### config.mk
export PLATFORM = sky130hd
export DESIGN_NAME = rs232_tx_arbiter
export DESIGN_NICKNAME = d
export VERILOG_FILES = /design/src/rtl/rs232_pkg.sv /design/src/rtl/rs232_tx_arbiter_rr_pick.sv /design/src/rtl/rs232_tx_arbiter.sv
export SDC_FILE = /design/constraint.sdc
export NUM_CORES = 1
export LEC_CHECK = 0
export BUFFER_PORTS_ARGS = -buffer_cell sky130_fd_sc_hd__buf_2
export CAP_MARGIN = 20
export CORE_MARGIN = 1.5
export CORE_UTILIZATION = 44
export DETAILED_ROUTE_END_ITERATION = 16
export GPL_TIMING_DRIVEN = 0
export PLACE_DENSITY_LB_ADDON = 0.15
export SKIP_LAST_GASP = 1
export SLEW_MARGIN = 40
export SYNTH_ARGS = -nofsm -noshare
export SYNTH_HDL_FRONTEND = slang
export SYNTH_SLANG_ARGS = --single-unit
### constraint.sdc
create_clock -name clk -period 2.05 [get_ports clk]
set_clock_uncertainty 0.2 [all_clocks]
set_input_delay 0.205 -clock clk [delete_from_list [all_inputs] [get_ports clk]]
set_output_delay 0.205 -clock clk [all_outputs]
set_load 0.02 [all_outputs]
### src/rtl/rs232_pkg.sv
// rs232_pkg: shared state type and constants for the RS232 transmit arbiter
package rs232_pkg;
  typedef enum logic {IDLE, XFER} state_t;
  localparam int DEF_DATA_WIDTH = 9;
  localparam int FIFO_DEPTH = 128;
endpackage

### src/rtl/rs232_tx_arbiter_rr_pick.sv
// rs232_rr_pick: rotate-priority picker returning the first requester at or after ptr
module rs232_rr_pick
  import rs232_pkg::*;
#(
  parameter int N = 4,
  parameter int PW = 2
) (
  input  logic [N-1:0]  req,
  input  logic [PW-1:0] ptr,
  output logic [N-1:0]  onehot,
  output logic [PW-1:0] idx,
  output logic          any
);
  always_comb begin
    idx = '0;
    for (int k = N - 1; k >= 0; k--)
      if (req[(int'(ptr) + k) % N]) idx = PW'((int'(ptr) + k) % N);
    any = |req;
    onehot = any ? N'(1) << idx : '0;
  end
endmodule

### src/rtl/rs232_tx_arbiter.sv
// rs232_tx_arbiter: round-robin packet arbiter sharing one RS232 transmit FIFO among clients
module rs232_tx_arbiter
  import rs232_pkg::*;
#(
  parameter int NUM_REQ = 4,
  parameter int DATA_WIDTH = DEF_DATA_WIDTH,
  parameter int SPACE_MARGIN = 2,
  parameter int TIMEOUT_CYCLES = 4096,
  parameter int TO_WIDTH = 13
) (
  input  logic                          clk,
  input  logic                          reset,
  input  logic [NUM_REQ*DATA_WIDTH-1:0] req_data,
  input  logic [NUM_REQ-1:0]            req_valid,
  input  logic [NUM_REQ-1:0]            req_last,
  output logic [NUM_REQ-1:0]            req_ready,
  input  logic [7:0]                    fifo_write_space,
  output logic [DATA_WIDTH-1:0]         transmit_data,
  output logic                          transmit_data_en,
  output logic [NUM_REQ-1:0]            grant,
  output logic                          busy,
  output logic                          timeout_pulse,
  output logic [2:0]                    timeout_id
);
  localparam int PW = $clog2(NUM_REQ);
  state_t state;
  logic [PW-1:0] rr_ptr, gidx, pick_idx, nxt_ptr;
  logic [NUM_REQ-1:0] pick_onehot;
  logic pick_any, space_ok, acc, to_hit;
  logic [TO_WIDTH-1:0] to_cnt;
  rs232_rr_pick #(.N(NUM_REQ), .PW(PW)) u_pick (
    .req(req_valid),
    .ptr(rr_ptr),
    .onehot(pick_onehot),
    .idx(pick_idx),
    .any(pick_any)
  );
  always_comb begin
    space_ok = fifo_write_space > 8'(SPACE_MARGIN);
    req_ready = (state == XFER && space_ok) ? grant : '0;
    acc = state == XFER && space_ok && req_valid[gidx];
    to_hit = TIMEOUT_CYCLES != 0 && to_cnt == TO_WIDTH'(TIMEOUT_CYCLES - 1);
    nxt_ptr = gidx == PW'(NUM_REQ - 1) ? '0 : gidx + 1'b1;
  end
  always_ff @(posedge clk or posedge reset)
    if (reset) begin
      state <= IDLE;
      grant <= '0;
      gidx <= '0;
      busy <= 1'b0;
      transmit_data <= '0;
      transmit_data_en <= 1'b0;
      timeout_pulse <= 1'b0;
      timeout_id <= '0;
      rr_ptr <= '0;
      to_cnt <= '0;
    end else begin
      transmit_data_en <= acc;
      timeout_pulse <= 1'b0;
      if (acc) transmit_data <= req_data[int'(gidx)*DATA_WIDTH +: DATA_WIDTH];
      if (state == IDLE) begin
        if (pick_any) begin
          state <= XFER;
          busy <= 1'b1;
          grant <= pick_onehot;
          gidx <= pick_idx;
          to_cnt <= '0;
        end
      end else if (acc && req_last[gidx]) begin
        state <= IDLE;
        busy <= 1'b0;
        grant <= '0;
        rr_ptr <= nxt_ptr;
      end else if (req_valid[gidx]) begin
        to_cnt <= '0;
      end else if (to_hit) begin
        state <= IDLE;
        busy <= 1'b0;
        grant <= '0;
        rr_ptr <= nxt_ptr;
        timeout_pulse <= 1'b1;
        timeout_id <= 3'(gidx);
        to_cnt <= '0;
      end else begin
        to_cnt <= to_cnt + 1'b1;
      end
    end
endmodule

After elaboration in Yosys (flattened, before gate mapping)
Cells that the tools add are included.
{"block": "classes", "bitwise_logic": 6, "n_mux": 48, "n_eq_ne": 6, "n_shift": 2, "magnitude_cmp": 6, "add_sub_neg": 5, "reduce_logical": 14, "n_mul": 1}
{"operator": "$mux W13", "count": 5}
{"operator": "$shiftx A36 B7 Y9", "count": 1}
{"operator": "$mux W4", "count": 6}
{"operator": "$mux W1", "count": 23}
{"operator": "$mux W2", "count": 8}
{"operator": "$add A13 B1 Y13 const B", "count": 1}
{"operator": "$eq A13 B12 Y1 const B", "count": 1}
{"operator": "$bmux W1 S2", "count": 6}
{"operator": "$lt A3 B4 Y1 const B", "count": 3}
{"operator": "$gt A8 B2 Y1 const B", "count": 1}
{"operator": "$lt A2 B3 Y1 const B", "count": 2}
{"operator": "$mul A2 B4 Y6 const B", "count": 1}
{"operator": "$reduce_and A3 Y1", "count": 2}
{"operator": "$reduce_or A2 Y1", "count": 3}
{"operator": "$add A2 B1 Y2 const B", "count": 2}
{"operator": "$add A2 B2 Y2 const B", "count": 2}
{"operator": "$ne A2 B2 Y1 const B", "count": 2}
{"operator": "$reduce_and A2 Y1", "count": 2}
{"operator": "$reduce_and A4 Y1", "count": 1}
{"operator": "$reduce_bool A2 Y1", "count": 2}
{"operator": "$reduce_or A4 Y1", "count": 1}
{"operator": "$shl A1 B2 Y4 const A", "count": 1}
{"operator": "$and A1 B1 Y1 const A", "count": 3}
{"operator": "$logic_and A1 B1 Y1", "count": 3}
{"operator": "other kinds (4)", "count": 6}
{"block": "totals", "inputBits": 54, "regBits": 36, "wordCells": 98}

Logic depth before layout (Yosys ltp)
{"block": "depth", "ltp_word": 13, "mapped_depth": 6}

By module
A second synthesis with hierarchy kept.
{"block": "unflattened", "cells_unflattened": 204, "area_unflattened_um2": 2160.8}
{"mod": "rs232_tx_arbiter", "n_inst": 1, "cells_each": 171, "area_each_um2": 1949.4}
{"mod": "rs232_rr_pick", "n_inst": 1, "cells_each": 33, "area_each_um2": 211.5}

Least setup slack after synthesis
OpenSTA, ideal clock, no wires.
{"block": "synth_path", "path_type": "register to register", "startpoint": "register gidx[1]", "endpoint": "register rr_ptr[0]", "t_required_ps": 1725, "synth_period_minus_slack_ps": 2150, "path_slack_ps": -100, "stages_incl_launch_ff": 6, "t_arrival_ps": 1825, "path_buffers": 0, "cell_sequence": "dfrtp_1 > mux4_1 > nand2_1 > nor3_1 > nor2_1 > mux2_2"}
{"block": "synth_between", "elab_chain_cells": 6, "elab_cells_between_ends": 14}
{"item": "from (decl)", "line": "rs232_tx_arbiter.sv:27", "rtl": "logic [PW-1:0] rr_ptr, gidx, pick_idx, nxt_ptr;"}
{"item": "from (signal assigned)", "line": "rs232_tx_arbiter.sv:66", "rtl": "gidx <= pick_idx;"}
{"item": "$bmux W1 S2", "line": "rs232_tx_arbiter.sv:41, rs232_tx_arbiter.sv:74"}
{"item": "$mux W1 (not written as such)", "line": "rs232_tx_arbiter.sv:41, rs232_tx_arbiter.sv:74"}
{"item": "$logic_and A1 B1 Y1", "line": "rs232_tx_arbiter.sv:41", "rtl": "acc = state == XFER && space_ok && req_valid[gidx];"}
{"item": "$logic_and A1 B1 Y1", "line": "rs232_tx_arbiter.sv:69", "rtl": "end else if (acc && req_last[gidx]) begin"}
{"item": "$ne A2 B2 Y1 (no source line) or $reduce_bool A2 Y1 (tied branches)"}
{"item": "$reduce_and A3 Y1 (no source line)"}
{"item": "to (signal assigned)", "line": "rs232_tx_arbiter.sv:73", "rtl": "rr_ptr <= nxt_ptr;"}
{"item": "to (signal assigned)", "line": "rs232_tx_arbiter.sv:80", "rtl": "rr_ptr <= nxt_ptr;"}
{"item": "to (decl)", "line": "rs232_tx_arbiter.sv:27"}
Parallel ways exist; a longest one is shown, timed or not. The select of a mux whose other input is x is not followed.
A chain may end at the register's enable or synchronous reset.

Worst setup path in the final report
{"block": "layout_path", "startpoint": "register gidx[1]", "endpoint": "register timeout_id[0]"}
{"block": "layout_between", "elab_chain_cells": 6, "elab_cells_between_ends": 9}
{"item": "$bmux W1 S2", "line": "rs232_tx_arbiter.sv:41, rs232_tx_arbiter.sv:74"}
{"item": "$mux W1 (not written as such)", "line": "rs232_tx_arbiter.sv:41, rs232_tx_arbiter.sv:74"}
{"item": "$logic_and A1 B1 Y1", "line": "rs232_tx_arbiter.sv:41"}
{"item": "$logic_and A1 B1 Y1", "line": "rs232_tx_arbiter.sv:69"}
{"item": "$not A1 Y1 (no source line)"}
{"item": "$reduce_and A4 Y1 (no source line) *"}
{"item": "to (signal assigned)", "line": "rs232_tx_arbiter.sv:82", "rtl": "timeout_id <= 3'(gidx);"}
{"item": "to (decl)", "line": "rs232_tx_arbiter.sv:23", "rtl": "output logic [2:0] timeout_id"}
Every way passes the cells marked *; elsewhere a longest branch is shown, timed or not. The select of a mux whose other input is x is not followed.

==> impl_metrics.py <==
metrics = {
    "global_route": {
        "grt_start_max_net_pins": 37,
        "antenna_found_initial": 0,
        "gr-usage-all-layers": 0.187,
        "grt_pass1_vias": 1624,
        "grt_pass1_wl_um": 7540,
        "overflow": 0,
    },
    "sta": {
        "min_period_over_period": 1.02,
        "rsz0062_at_grt": "yes",
        "tightestPinTransition_ps": 625,
        "setup_tns_ps": -185,
        "hold_viol_final": 0,
        "maxSlewHeadroom": 0.580,
        "clock.fmax_mhz": 476,
        "maxSlewViolCount": 0,
        "setup_violations": 4,
        "layout_setup_ws_ps": -50.9,
        "period_minus_slack_ps": 2100,
        "whs_ps": 125,
    },
    "yosys": {
        "synth_compound_area_frac": 0.142,
        "ys.flop_type": "dfrtp_1",
        "syn_nets": 237,
        "synth.avg_cell_area_sq_um": 11.4,
        "synth_mux_area_frac": 0.199,
        "yosysTopAreaCell": "dfrtp_1",
        "ys_seq_elements": 36,
        "synth_edf_count": 0,
        "synth_top_family_by_area": "multiplexers",
        "yosysTopAreaCellShare": 0.438,
        "netlist_area_sq_um": 2060,
        "synth_simple_gate_area_frac": 0.165,
        "ys_seq_area_frac": 0.438,
        "synthCells": 181,
        "synth.distinct_cells": 52,
        "synth_area_leaders": "dfrtp_1, mux4_2, mux2_2, nand2_1, o21ai_0",
        "synthAdderAreaFrac": 0.0122,
        "synth-async-reset-ratio": 1.00,
        "synth_xor_area_frac": 0.0170,
        "yosysWarningCount": 0,
    },
    "cts": {
        "tritoncts": "built",
        "cts_root_buffer": "clkbuf_8",
        "cts.reportedPaths.clkPinSlew_ps": 70,
        "cts.path.max_buffers": 2,
        "cts_buffers": 5,
        "htreeDepth": 2,
        "cts_num_sinks": 36,
        "clk_latency_ps": 280,
    },
    "power_and_ir_drop": {
        "power_leakage_nw": 1.28,
        "power.density_nw_per_um2": 1220,
        "total_power_mw": 3.32,
        "vdd_drop_max_mv": 0.733,
    },
    "routing": {
        "ant_nets": 0,
        "drc_errors": 0,
        "first_iter_violations": 65,
        "via_per_inst": 5.45,
        "vias": 1755,
        "wl_per_cell_um": 14.0,
        "wl_um": 4510,
        "firstDrtPassIters": 4,
    },
    "critical_path": {
        "cp.arrival_ps": 2070,
        "critPathMaxFanout": 5,
        "endpoint_kind": "flip-flop",
        "path_class": "flip-flop to flip-flop",
        "reg2reg_slack_ps": -50,
        "reg2regPathDepth": 4,
        "critical_path_required_ps": 2020,
        "timing.rr.start": "gidx[1]",
        "crit_path_start_kind": "flip-flop",
        "worstReg2RegEnd": "timeout_id[0]",
    },
    "floorplanning": {
        "pin_count": 77,
        "die-area_sq_um": 5090,
        "start_util": 0.466,
        "rows": 24,
        "coreArea_sq_um": 4410,
        "dieHeight_um": 71.4,
        "die_w_um": 71.4,
    },
    "min_path": {
        "holdPathEnd": "grant[3]",
        "hold_depth": 3,
        "min_path_type": "input port to flip-flop",
        "worstHoldStart": "req_valid[3]",
    },
    "place": {
        "post-dp-hpwl_um": 3430,
        "io_buffers": 75,
        "place.gp.congestion": 0.858,
        "placed_area_sq_um": 2500,
        "preCtsSetupSlack_ps": -261,
    },
    "finish": {
        "seqCellArea_sq_um": 905,
        "layout-drive-gt1-share": 0.522,
        "layout_common_cells": "buf_2, dfrtp_1, nand2_1",
        "num-nets-final": 326,
        "multi_input_area_sq_um": 1170,
        "postLayoutCellArea_sq_um": 2730,
        "syn2layout_area_growth_pct": 32.5,
        "fillers": 376,
        "antenna_cells": 0,
        "final_common_cell": "buf_2",
    },
    "flow_run": {
        "max_cap_viol_count": 0,
    },
    "outcome": {
        "status": "finished with violations",
        "violations": "setup timing",
    },
}
-- synth_stat cells, types with 2 or more instances --
| master | number |
|---|---|
| xor2_1 | 2 |
| ha_1 | 2 |
| mux4_2 | 10 |
| nor2_2 | 2 |
| and2_1 | 5 |
| dfrtp_1 | 36 |
| a21oi_1 | 6 |
| o21a_1 | 2 |
| nor4_1 | 3 |
| a41oi_1 | 2 |
| nor2_1 | 9 |
| mux2_2 | 14 |
| xnor2_1 | 2 |
| inv_1 | 8 |
| a31oi_1 | 4 |
| or2_2 | 2 |
| o2bb2ai_1 | 4 |
| or4_1 | 2 |
| nor3_1 | 4 |
| nand4_1 | 3 |
| nand2_1 | 16 |
| o21ai_0 | 10 |
| nand3_1 | 4 |
-- cell families after synthesis --
kind of cell               after synthesis
and+or+nand+nor                         61
DFF                                     36
other                                    1
adders and majority gates                2
AOI/OAI and AO/OA                       40
muxes                                   25
xor gates and xnor gates                 4
buffers and inverters                   12
-- how the worst max path moves through the flow --
stage,to,depth (start not counted),start,slack [ps]
finish,timeout_id[0],4,gidx[1],-50
global placement,transmit_data[6],6,fifo_write_space[6],-240
detailed placement,transmit_data[7],6,fifo_write_space[6],-260
global route,rr_ptr[0],5,gidx[1],-110
floorplan,timeout_id[0],4,gidx[1],-10
CTS,timeout_id[0],4,gidx[1],-80
-- worst max-delay path, stage by stage (launching register included) --
cell and delay [ps]:
dfrtp_2 370, mux4_2 580, nand2b_4 200, and2b_2 290
mux2_2 350
-- routing by layer --
| metal | share of wire | global-route usage | vias to the layer above |
|---|---|---|---|
| met5 | 0 | 0 | - |
| li1 | - | - | 862 |
| met4 | 0.0093 | 0.0566 | 0 |
| met3 | 0.045 | 0.0366 | 5 |
| met2 | 0.52 | 0.300 | 40 |
| met1 | 0.43 | 0.259 | 848 |
-- repair_timing --
action	in CTS	in global routing
buffers inserted	5	2
endpoints found under the setup margin	27	33
gates resized for setup	11	14
hold buffers	1	0
pin swaps	3	3
endpoints found under the hold margin	36	0
-- area by class of cell --
cell class	count	share of cell area
multi-input cells	133	0.430
clock buffers	7	0.0353
well taps	52	0.0239
plain buffers	3	0.00597
inverters	8	0.0115
repair buffers	83	0.162
flip-flops and latches	36	0.332
-- registers in the layout, indices dropped and copies added (netlist names) --
register and flops:
to_cnt 13, gidx 2, state 1, transmit_data_en 1, rr_ptr 2, timeout_id 2
timeout_pulse 1, transmit_data 9, busy 1, grant 4
-- per-stage QoR --
step | utilization | instances
2_1_floorplan | - | 181
3_3_place_gp | 0.566 | 308
3_5_place_dp | 0.566 | 308
4_1_cts | 0.607 | 320
5_1_grt | 0.618 | 322
6_report | 0.618 | 322
-- power breakdown --
part / leakage [nW] / switching [mW] / internal, mW
Combinational: 0.776 / 0.895 / 0.806
Clock: 0.0503 / 0.230 / 0.299
Sequential: 0.458 / 0.160 / 0.933
Total: 1.28 / 1.28 / 2.04
Power figures use the tool's default switching activity.
